--- src/rtl/keycode_pkg.sv ---
// Shared HID keycode constants and jump state encoding for the keycode input path.
package keycode_pkg;

  localparam logic [7:0] KC_NONE  = 8'h00;
  localparam logic [7:0] KC_A     = 8'h04;
  localparam logic [7:0] KC_D     = 8'h07;
  localparam logic [7:0] KC_S     = 8'h16;
  localparam logic [7:0] KC_W     = 8'h1A;
  localparam logic [7:0] KC_SPACE = 8'h2C;
  localparam logic [7:0] KC_ENTER = 8'h28;

  typedef enum logic [1:0] {
    J_IDLE,
    J_HOLD,
    J_LOCK
  } jump_state_t;

endpackage

--- src/rtl/keycode_filter.sv ---
// Stability filter: a keycode is accepted only after it has been present for
// STABLE_CYCLES consecutive cycles; shorter-lived values never reach filt_code.
module keycode_filter
  import keycode_pkg::*;
#(
  parameter int unsigned STABLE_CYCLES = 1024
) (
  input  logic       clk_clk,
  input  logic       reset_reset,
  input  logic [7:0] keycode,
  output logic [7:0] filt_code
);

  localparam int unsigned CntW = (STABLE_CYCLES > 2) ? $clog2(STABLE_CYCLES) : 1;
  localparam logic [CntW-1:0] CntMax = CntW'(STABLE_CYCLES - 1);

  logic [7:0]      prev_q;
  logic [7:0]      filt_q;
  logic [CntW-1:0] cnt_q, cnt_d;
  logic            same;

  // Next count: restart on any change, otherwise count up and saturate.
  always_comb begin
    same  = (keycode == prev_q);
    cnt_d = '0;
    if (same) begin
      cnt_d = (cnt_q == CntMax) ? cnt_q : cnt_q + 1'b1;
    end
  end

  // Track previous input and latch the code once the count hits its ceiling.
  always_ff @(posedge clk_clk) begin
    if (reset_reset) begin
      prev_q <= KC_NONE;
      cnt_q  <= '0;
      filt_q <= KC_NONE;
    end else begin
      prev_q <= keycode;
      cnt_q  <= cnt_d;
      if (same && (cnt_d == CntMax)) begin
        filt_q <= keycode;
      end
    end
  end

  assign filt_code = filt_q;

endmodule

--- src/rtl/keycode_input_ctrl.sv ---
// Mario control front end: filters the raw keycode, decodes buttons, catches
// press edges between frames and runs the jump FSM; outputs move only on frame_tick.
module keycode_input_ctrl
  import keycode_pkg::*;
#(
  parameter int unsigned STABLE_CYCLES   = 1024,
  parameter int unsigned MAX_JUMP_FRAMES = 16
) (
  input  logic                                   clk_clk,
  input  logic                                   reset_reset,
  input  logic [7:0]                             keycode,
  input  logic                                   frame_tick,
  output logic                                   btn_left,
  output logic                                   btn_right,
  output logic                                   btn_down,
  output logic                                   jump_start,
  output logic                                   jump_hold,
  output logic [$clog2(MAX_JUMP_FRAMES+1)-1:0]   jump_frames,
  output logic                                   pause_toggle,
  output logic                                   key_valid
);

  localparam int unsigned FW = $clog2(MAX_JUMP_FRAMES + 1);
  localparam logic [FW-1:0] FramesMax = FW'(MAX_JUMP_FRAMES);
  localparam logic [FW-1:0] FramesOne = FW'(1);

  logic [7:0] filt_code;

  keycode_filter #(
    .STABLE_CYCLES(STABLE_CYCLES)
  ) u_filter (
    .clk_clk    (clk_clk),
    .reset_reset(reset_reset),
    .keycode    (keycode),
    .filt_code  (filt_code)
  );

  logic dec_left, dec_right, dec_down, dec_jump, dec_pause;
  logic jump_rise, pause_rise, jump_edge, pause_edge;
  logic jump_prev_q, pause_prev_q, jump_edge_seen_q, pause_edge_seen_q;

  // Decode filtered code; edges seen this very cycle still count at a tick.
  always_comb begin
    dec_left   = (filt_code == KC_A);
    dec_right  = (filt_code == KC_D);
    dec_down   = (filt_code == KC_S);
    dec_jump   = (filt_code == KC_W) || (filt_code == KC_SPACE);
    dec_pause  = (filt_code == KC_ENTER);
    jump_rise  = dec_jump & ~jump_prev_q;
    pause_rise = dec_pause & ~pause_prev_q;
    jump_edge  = jump_edge_seen_q | jump_rise;
    pause_edge = pause_edge_seen_q | pause_rise;
  end

  // Sticky press-edge flags, consumed by each frame_tick.
  always_ff @(posedge clk_clk) begin
    if (reset_reset) begin
      jump_prev_q       <= 1'b0;
      pause_prev_q      <= 1'b0;
      jump_edge_seen_q  <= 1'b0;
      pause_edge_seen_q <= 1'b0;
    end else begin
      jump_prev_q  <= dec_jump;
      pause_prev_q <= dec_pause;
      if (frame_tick) begin
        jump_edge_seen_q  <= 1'b0;
        pause_edge_seen_q <= 1'b0;
      end else begin
        jump_edge_seen_q  <= jump_edge;
        pause_edge_seen_q <= pause_edge;
      end
    end
  end

  jump_state_t state_q;
  logic          btn_left_q, btn_right_q, btn_down_q, key_valid_q;
  logic          jump_start_q, jump_hold_q, pause_toggle_q;
  logic [FW-1:0] jump_frames_q;

  // Jump FSM and frame-latched outputs, evaluated once per frame_tick.
  always_ff @(posedge clk_clk) begin
    if (reset_reset) begin
      state_q        <= J_IDLE;
      btn_left_q     <= 1'b0;
      btn_right_q    <= 1'b0;
      btn_down_q     <= 1'b0;
      key_valid_q    <= 1'b0;
      jump_start_q   <= 1'b0;
      jump_hold_q    <= 1'b0;
      jump_frames_q  <= '0;
      pause_toggle_q <= 1'b0;
    end else if (frame_tick) begin
      btn_left_q     <= dec_left;
      btn_right_q    <= dec_right;
      btn_down_q     <= dec_down;
      key_valid_q    <= (filt_code != KC_NONE);
      pause_toggle_q <= pause_edge;
      jump_start_q   <= 1'b0;
      unique case (state_q)
        J_IDLE: begin
          if (dec_jump) begin
            state_q       <= J_HOLD;
            jump_start_q  <= 1'b1;
            jump_frames_q <= FramesOne;
            jump_hold_q   <= 1'b1;
          end else if (jump_edge) begin
            // Tap fully inside one frame: report the jump, nothing left to hold.
            jump_start_q  <= 1'b1;
            jump_frames_q <= FramesOne;
            jump_hold_q   <= 1'b0;
          end else begin
            jump_frames_q <= '0;
            jump_hold_q   <= 1'b0;
          end
        end
        J_HOLD: begin
          if (!dec_jump) begin
            state_q       <= J_IDLE;
            jump_frames_q <= '0;
            jump_hold_q   <= 1'b0;
          end else if (jump_frames_q == FramesMax - FramesOne) begin
            state_q       <= J_LOCK;
            jump_frames_q <= FramesMax;
            jump_hold_q   <= 1'b0;
          end else begin
            jump_frames_q <= jump_frames_q + FramesOne;
            jump_hold_q   <= 1'b1;
          end
        end
        J_LOCK: begin
          jump_hold_q <= 1'b0;
          if (!dec_jump) begin
            state_q       <= J_IDLE;
            jump_frames_q <= '0;
          end else begin
            jump_frames_q <= FramesMax;
          end
        end
        default: begin
          state_q       <= J_IDLE;
          jump_frames_q <= '0;
          jump_hold_q   <= 1'b0;
        end
      endcase
    end
  end

  assign btn_left     = btn_left_q;
  assign btn_right    = btn_right_q;
  assign btn_down     = btn_down_q;
  assign key_valid    = key_valid_q;
  assign jump_start   = jump_start_q;
  assign jump_hold    = jump_hold_q;
  assign jump_frames  = jump_frames_q;
  assign pause_toggle = pause_toggle_q;

endmodule

--- config.mk ---
export PLATFORM = sky130hd
export DESIGN_NAME = keycode_input_ctrl
export DESIGN_NICKNAME = d
export VERILOG_FILES = /design/src/rtl/keycode_pkg.sv /design/src/rtl/keycode_filter.sv /design/src/rtl/keycode_input_ctrl.sv
export SDC_FILE = /design/constraint.sdc
export NUM_CORES = 1
export LEC_CHECK = 0
export CAP_MARGIN = 20
export CORE_ASPECT_RATIO = 0.8
export CORE_UTILIZATION = 57
export CTS_BUF_LIST = sky130_fd_sc_hd__clkbuf_8
export CTS_CLUSTER_DIAMETER = 60
export DETAILED_ROUTE_END_ITERATION = 8
export PLACE_DENSITY = 0.79
export SYNTH_ARGS = -nofsm -noshare
export SYNTH_HDL_FRONTEND = slang
export SYNTH_SLANG_ARGS = --single-unit
export TNS_END_PERCENT = 5
--- constraint.sdc ---
create_clock -name clk_clk -period 2.6 [get_ports clk_clk]
set_input_delay 0.39 -clock clk_clk [delete_from_list [all_inputs] [get_ports clk_clk]]
set_output_delay 0.39 -clock clk_clk [all_outputs]
set_load 0.1 [all_outputs]
==> impl_metrics.yaml, run 1 <==
die:
  dieArea_sq_um: 3736
  start_util_pct: 62.28
  fp.coreArea_sq_um: 3198
  die_h_microns: 54.88
  ioPinCount: 23
  die_w_microns: 68.09
  rows: 18
sta:
  min_period_ns: 2.393
  finalHoldViolations: 0
  tns_ns: 0
  fin_worst_skew_ns: 0.01120
  fmax_ghz: 0.4178
  finalWorstSetupSlack_ns: 0.2067
  rsz0062_at_grt: "no"
  whs_ns: 0.4810
  slew_headroom_pct: 66.39
  finalCritPeriodShare_pct: 92.05
  finalMaxSlewViolations: 0
  setup_viol: 0
  worst_pin_slew_ns: 0.5041
routing:
  ant_nets: 0
  viasPerCell: 5.922
  wirelength_microns: 4432
  wl_per_cell_microns: 15.77
  drc: 0
  firstDrtPassIters: 4
  vias: 1664
  first_iter_violations: 176
worst_setup_path:
  end_kind: "register"
  r2r_cells: 6
  startpoint_type: "register"
  r2r_slack_ns: 0.21
  path_buf_inv: 0
  worst_path_max_delay_cell: "dfxtp_1"
  crit_required_ns: 2.80
  worstPathCellList: "ha_1, nand3_1, a211o_1, a211oi_1, o2111ai_2, mux2_2"
  r2r_end: "u_filter.filt_code[1]$_SDFFE_PP0P_"
  cp_slowest_stage_delay_ns: 0.42
  arrival_ns: 2.59
  crit_fanout: 8
  worstSetupPathType: "reg -> reg"
  critPathTopFamily: "compound AO/OA/AOI/OAI gates"
  r2r_start: "u_filter.cnt_q[0]$_SDFF_PP0_"
min_path:
  hold_path_depth: 2
  worstHoldStart: "jump_hold$_SDFFE_PP0P_"
  min_path_type: "reg -> reg"
  hold_path_end: "jump_hold$_SDFFE_PP0P_"
finish:
  antenna_cells: 0
  finalNonFillerCells: 281
  multi_input_area_sq_um: 1055
  drive_above_1_share_pct: 15.77
  n_fill_cell: 252
  register_area_sq_um: 880.8
  layout_commonest_cell: "dfxtp_1"
  final_cell_mix: "dfxtp_1, nor2_1, nor2b_1"
  layout.nets: 254
  area_growth_pct: 15.96
synthesis:
  synthCells: 218
  yosys_register_bits: 44
  syn_avg_cell_area_sq_um: 9.137
  synth-async-reset-ratio_pct: 0
  ys_warn_count: 0
  synth_area_sq_um: 1992
  mappedNetlistNets: 232
  synth_flop_cell: "dfxtp_1"
  seq_area_frac_synth_pct: 44.22
  synth_edf_count: 0
  synth_cell_types: 41
power:
  p_leak_nw: 0.8146
  ir_worst_vdd_v: 0.0004886
  pwr_density_cell_nw_per_um2: 524.4
  power.total_mw: 1.211
placed_design:
  dp_hpwl_microns: 3199
  numPortBuffers: 22
  dp_slack_ns: 0.2333
  placedCellCount: 273
  place_congestion: 0.8785
global_route:
  grt_pass1_wl_microns: 6948
  track_usage_pct: 26.57
  grt.overflow.total: 0
  antenna_found_initial: 0
  grt_start_max_net_pins: 33
  grt_pass1_vias: 1508
clock_tree:
  cts.sinks: 44
  hold_buffers: 0
  clock_latency_ns: 0.31
  cts_setup_buffers: 0
  htree_num_levels: 2
  cts_tree: "done"
  cts-buffers-inserted: 5
  clk_path_buf_depth: 2
  cts_root_buf: "clkbuf_8"
  clkTransAtPathRegs_ns: 0.09
  cts_resized: 0
run:
  max_cap_viol_count: 0
outcome:
  status: "finished, final reports clean"
kinds of logic after synthesis:
family / count (synthesis) / synth area share, %
AOI/OAI and AO/OA: 32 / 10.74
xor gates and xnor gates: 11 / 4.837
adders and majority gates: 3 / 1.885
buffers and inverters: 15 / 2.827
DFF: 44 / 44.22
muxes: 10 / 5.528
and+or+nand+nor: 103 / 29.96
sequential cells by signal, indices dropped and copies added, names as in the netlist:
name                count
btn_down                1
btn_left                1
btn_right               1
jump_edge_seen_q        1
jump_frames             5
jump_hold               1
jump_prev_q             1
jump_start              1
key_valid               1
pause_edge_seen_q       1
pause_prev_q            1
pause_toggle            1
state_q                 2
u_filter.cnt_q         10
u_filter.filt_code      8
u_filter.prev_q         8
through the flow:
| stage | utilization, % | instance area, sq um |
|---|---|---|
| after floorplan | - | 1992 |
| after global placement | 69.33 | 2217 |
| after detailed placement | 69.33 | 2217 |
| after CTS | 72.22 | 2310 |
| after global routing | 72.22 | 2310 |
| final | 72.22 | 2310 |
final cells by class:
cell class,instances,share of cell area (%)
inverters,5,0.8126
clock inverters,2,0.4334
repair buffers,25,9.209
clock buffers,6,3.575
multi-input cells,159,45.67
well taps,40,2.167
flip-flops and latches,44,38.14
tightest hold or removal path, cell delays in order, from the launching register on:
cell and delay (ns):
dfxtp_1 0.32, nand2_1 0.06, a21oi_1 0.06
routing by layer:
metal  vias to the layer above  wire (microns)  track usage (%)
li1                        823               -                -
met1                       780            1956            30.84
met2                        46            2126            45.59
met3                        15             212            6.042
met4                         0             136            14.58
met5                         -               0                0
worst max path at each step:
stage                                            start                                 end  slack, ns  cells past startpoint
final                     u_filter.cnt_q[0]$_SDFF_PP0_  u_filter.filt_code[1]$_SDFFE_PP0P_       0.21                      6
after global routing      u_filter.cnt_q[0]$_SDFF_PP0_  u_filter.filt_code[1]$_SDFFE_PP0P_       0.05                      6
after CTS                 u_filter.cnt_q[0]$_SDFF_PP0_  u_filter.filt_code[1]$_SDFFE_PP0P_       0.22                      6
after detailed placement  u_filter.cnt_q[0]$_SDFF_PP0_  u_filter.filt_code[1]$_SDFFE_PP0P_       0.23                      6
after global placement                      keycode[4]  u_filter.filt_code[4]$_SDFFE_PP0P_       0.30                      6
after floorplan            jump_frames[0]$_SDFFE_PP0P_         jump_frames[3]$_SDFFE_PP0P_       0.14                      6
report_power, final:
part	total, mW	switching (mW)	leakage [nW]	internal, mW
Sequential	0.685	0.00386	0.357	0.681
Combinational	0.0737	0.0411	0.407	0.0326
Clock	0.452	0.240	0.0510	0.212
Total	1.21	0.285	0.815	0.926
cells in the mapped netlist, types with 2 or more instances:
cell / instances / area, sq um
dfxtp_1: 44 / 880.8
nor2_1: 21 / 78.83
nor2b_1: 17 / 106.4
nand2_1: 16 / 60.06
a21oi_1: 12 / 60.06
clkbuf_1: 10 / 37.54
xnor2_1: 10 / 87.58
nand3_1: 9 / 45.04
nand4_1: 9 / 56.30
mux2_2: 8 / 90.09
nor3_1: 6 / 30.03
o21ai_0: 6 / 30.03
inv_1: 5 / 18.77
nor4_1: 5 / 31.28
a211oi_1: 3 / 22.52
a31oi_1: 3 / 18.77
and3_1: 3 / 18.77
and4b_1: 3 / 30.03
ha_1: 3 / 37.54
and4_1: 2 / 17.52
and4bb_2: 2 / 25.02
mux2i_1: 2 / 20.02
No activity file was read; power rests on OpenSTA's default activity.
==> run 2, diff against run 1 <==
Settings changed: CORE_UTILIZATION 57 to 40, PLACE_DENSITY 0.79 to 0.58, SKIP_LAST_GASP from default to 1.
==> run 2 against run 1 <==
Effect of this change: count of clock-buffer cells in the layout down 1; sequential power about the same; hold slack worse by 0.010 ns; critical path type unchanged; flip-flop and latch count did not move; die area rose by 41%; clock skew fell by 0.0054 ns; critical path depth unchanged; cell area up 1.7%; first-iteration DRC count decreased by 51%; routed wire length shrank 14%; non-clock buffer count decreased by 1.
==> impl_metrics.yaml, run 2 (synthesized netlist as in run 1, its figures left out) <==
finish:
  antenna_cells: 0
  drive_above_1_share_pct: 15.42
  layout.nets: 253
  multi_input_area_sq_um: 1055
  area_growth_pct: 17.96
  n_fill_cell: 463
  regMostFlops: "u_filter.cnt_q"
  largest_reg_flops: 10
  final_cell_mix: "dfxtp_1, nor2_1, nor2b_1"
  layout_commonest_cell: "dfxtp_1"
  stdcell_area_sq_um: 2350
  post-route-util_pct: 50.21
  register_area_sq_um: 880.8
die:
  die_h_microns: 65.12
  fp.coreArea_sq_um: 4679
  die_w_microns: 80.90
  ioPinCount: 23
  start_util_pct: 42.57
  dieArea_sq_um: 5267
  rows: 22
clock_tree:
  hold_buffers: 0
  cts_setup_buffers: 0
  cts_tree: "done"
  cts-buffers-inserted: 5
  cts_resized: 0
  clk_path_buf_depth: 2
  cts.sinks: 44
  clock_latency_ns: 0.30
  clkTransAtPathRegs_ns: 0.09
  cts_root_buf: "clkbuf_8"
  htree_num_levels: 2
sta:
  finalCritPeriodShare_pct: 87.43
  finalHoldViolations: 0
  finalMaxSlewViolations: 0
  fin_worst_skew_ns: 0.005768
  worst_pin_slew_ns: 0.4982
  rsz0062_at_grt: "no"
  setup_viol: 0
  tns_ns: 0
  fmax_ghz: 0.4399
  slew_headroom_pct: 66.78
  min_period_ns: 2.273
routing:
  wl_per_cell_microns: 12.65
  first_iter_violations: 87
  viasPerCell: 5.247
  firstDrtPassIters: 5
  wirelength_microns: 3796
  drc: 0
  ant_nets: 0
  vias: 1574
power:
  ir_worst_vdd_v: 0.0003701
  pwr_density_cell_nw_per_um2: 550.7
  p_leak_nw: 0.8136
global_route:
  grt_pass1_wl_microns: 6803
  grt_start_max_net_pins: 33
  grt_pass1_vias: 1428
  antenna_found_initial: 0
  track_usage_pct: 16.94
  grt.overflow.total: 0
placed_design:
  placed_area_sq_um: 2235
  place_congestion: 0.8339
  numPortBuffers: 22
  dp_hpwl_microns: 2608
worst_setup_path:
  end_kind: "register"
  startpoint_type: "register"
  worstSetupPathType: "reg -> reg"
  crit_required_ns: 2.79
  arrival_ns: 2.46
  crit_fanout: 8
run:
  max_cap_viol_count: 0
min_path:
  min_path_type: "reg -> reg"
outcome:
  status: "finished, final reports clean"
## run 2: power by group
part / switching [mW] / leakage (nW) / internal [mW] / total [mW]
combinational: 0.0400 / 0.402 / 0.0316 / 0.0716
clock: 0.248 / 0.0548 / 0.290 / 0.538
sequential: 0.00340 / 0.357 / 0.681 / 0.685
## run 2: stage by stage
stage	setup WS, ns	hold slack (ns)	std cells	total power [mW]
after floorplan	0.1403	0.4404	218	0.7425
after global placement	0.1812	0.4524	292	0.7735
after detailed placement	0.1890	0.4588	292	0.7730
after CTS	0.3207	0.4724	300	1.311
after global routing	0.1329	0.4888	300	1.348
final	0.3267	0.4711	300	1.294
## run 2: area by class of cell
type	count	share of cell area [%]
multi-input cells	159	44.89
flip-flops and latches	44	37.49
repair buffers	24	8.733
well taps	60	3.195
clock buffers	5	2.929
clock inverters	3	1.970
inverters	5	0.7987
## run 2: worst paths after layout
check                                from                                  to  slack [ns]  cells after the start
max          u_filter.cnt_q[0]$_SDFF_PP0_  u_filter.filt_code[6]$_SDFFE_PP0P_        0.33                      6
min                jump_hold$_SDFFE_PP0P_              jump_hold$_SDFFE_PP0P_        0.47                      2
max reg2reg  u_filter.cnt_q[0]$_SDFF_PP0_  u_filter.filt_code[6]$_SDFFE_PP0P_        0.33                      6
min reg2reg        jump_hold$_SDFFE_PP0P_              jump_hold$_SDFFE_PP0P_        0.47                      2
## run 2: per-layer routing
metal	track usage, %	up-vias	routed length, microns
met3	4.306	4	157
met5	0	-	0
met2	23.11	33	1517
li1	-	820	-
met1	24.29	717	2069
met4	8.482	0	52
## run 2: worst max-delay path, stage by stage, from the launching register on
cell and delay (ns):
dfxtp_1 0.41, ha_1 0.29, nand3_1 0.21, a211o_1 0.31, a211oi_1 0.25, o2111ai_2 0.32
mux2_2 0.37
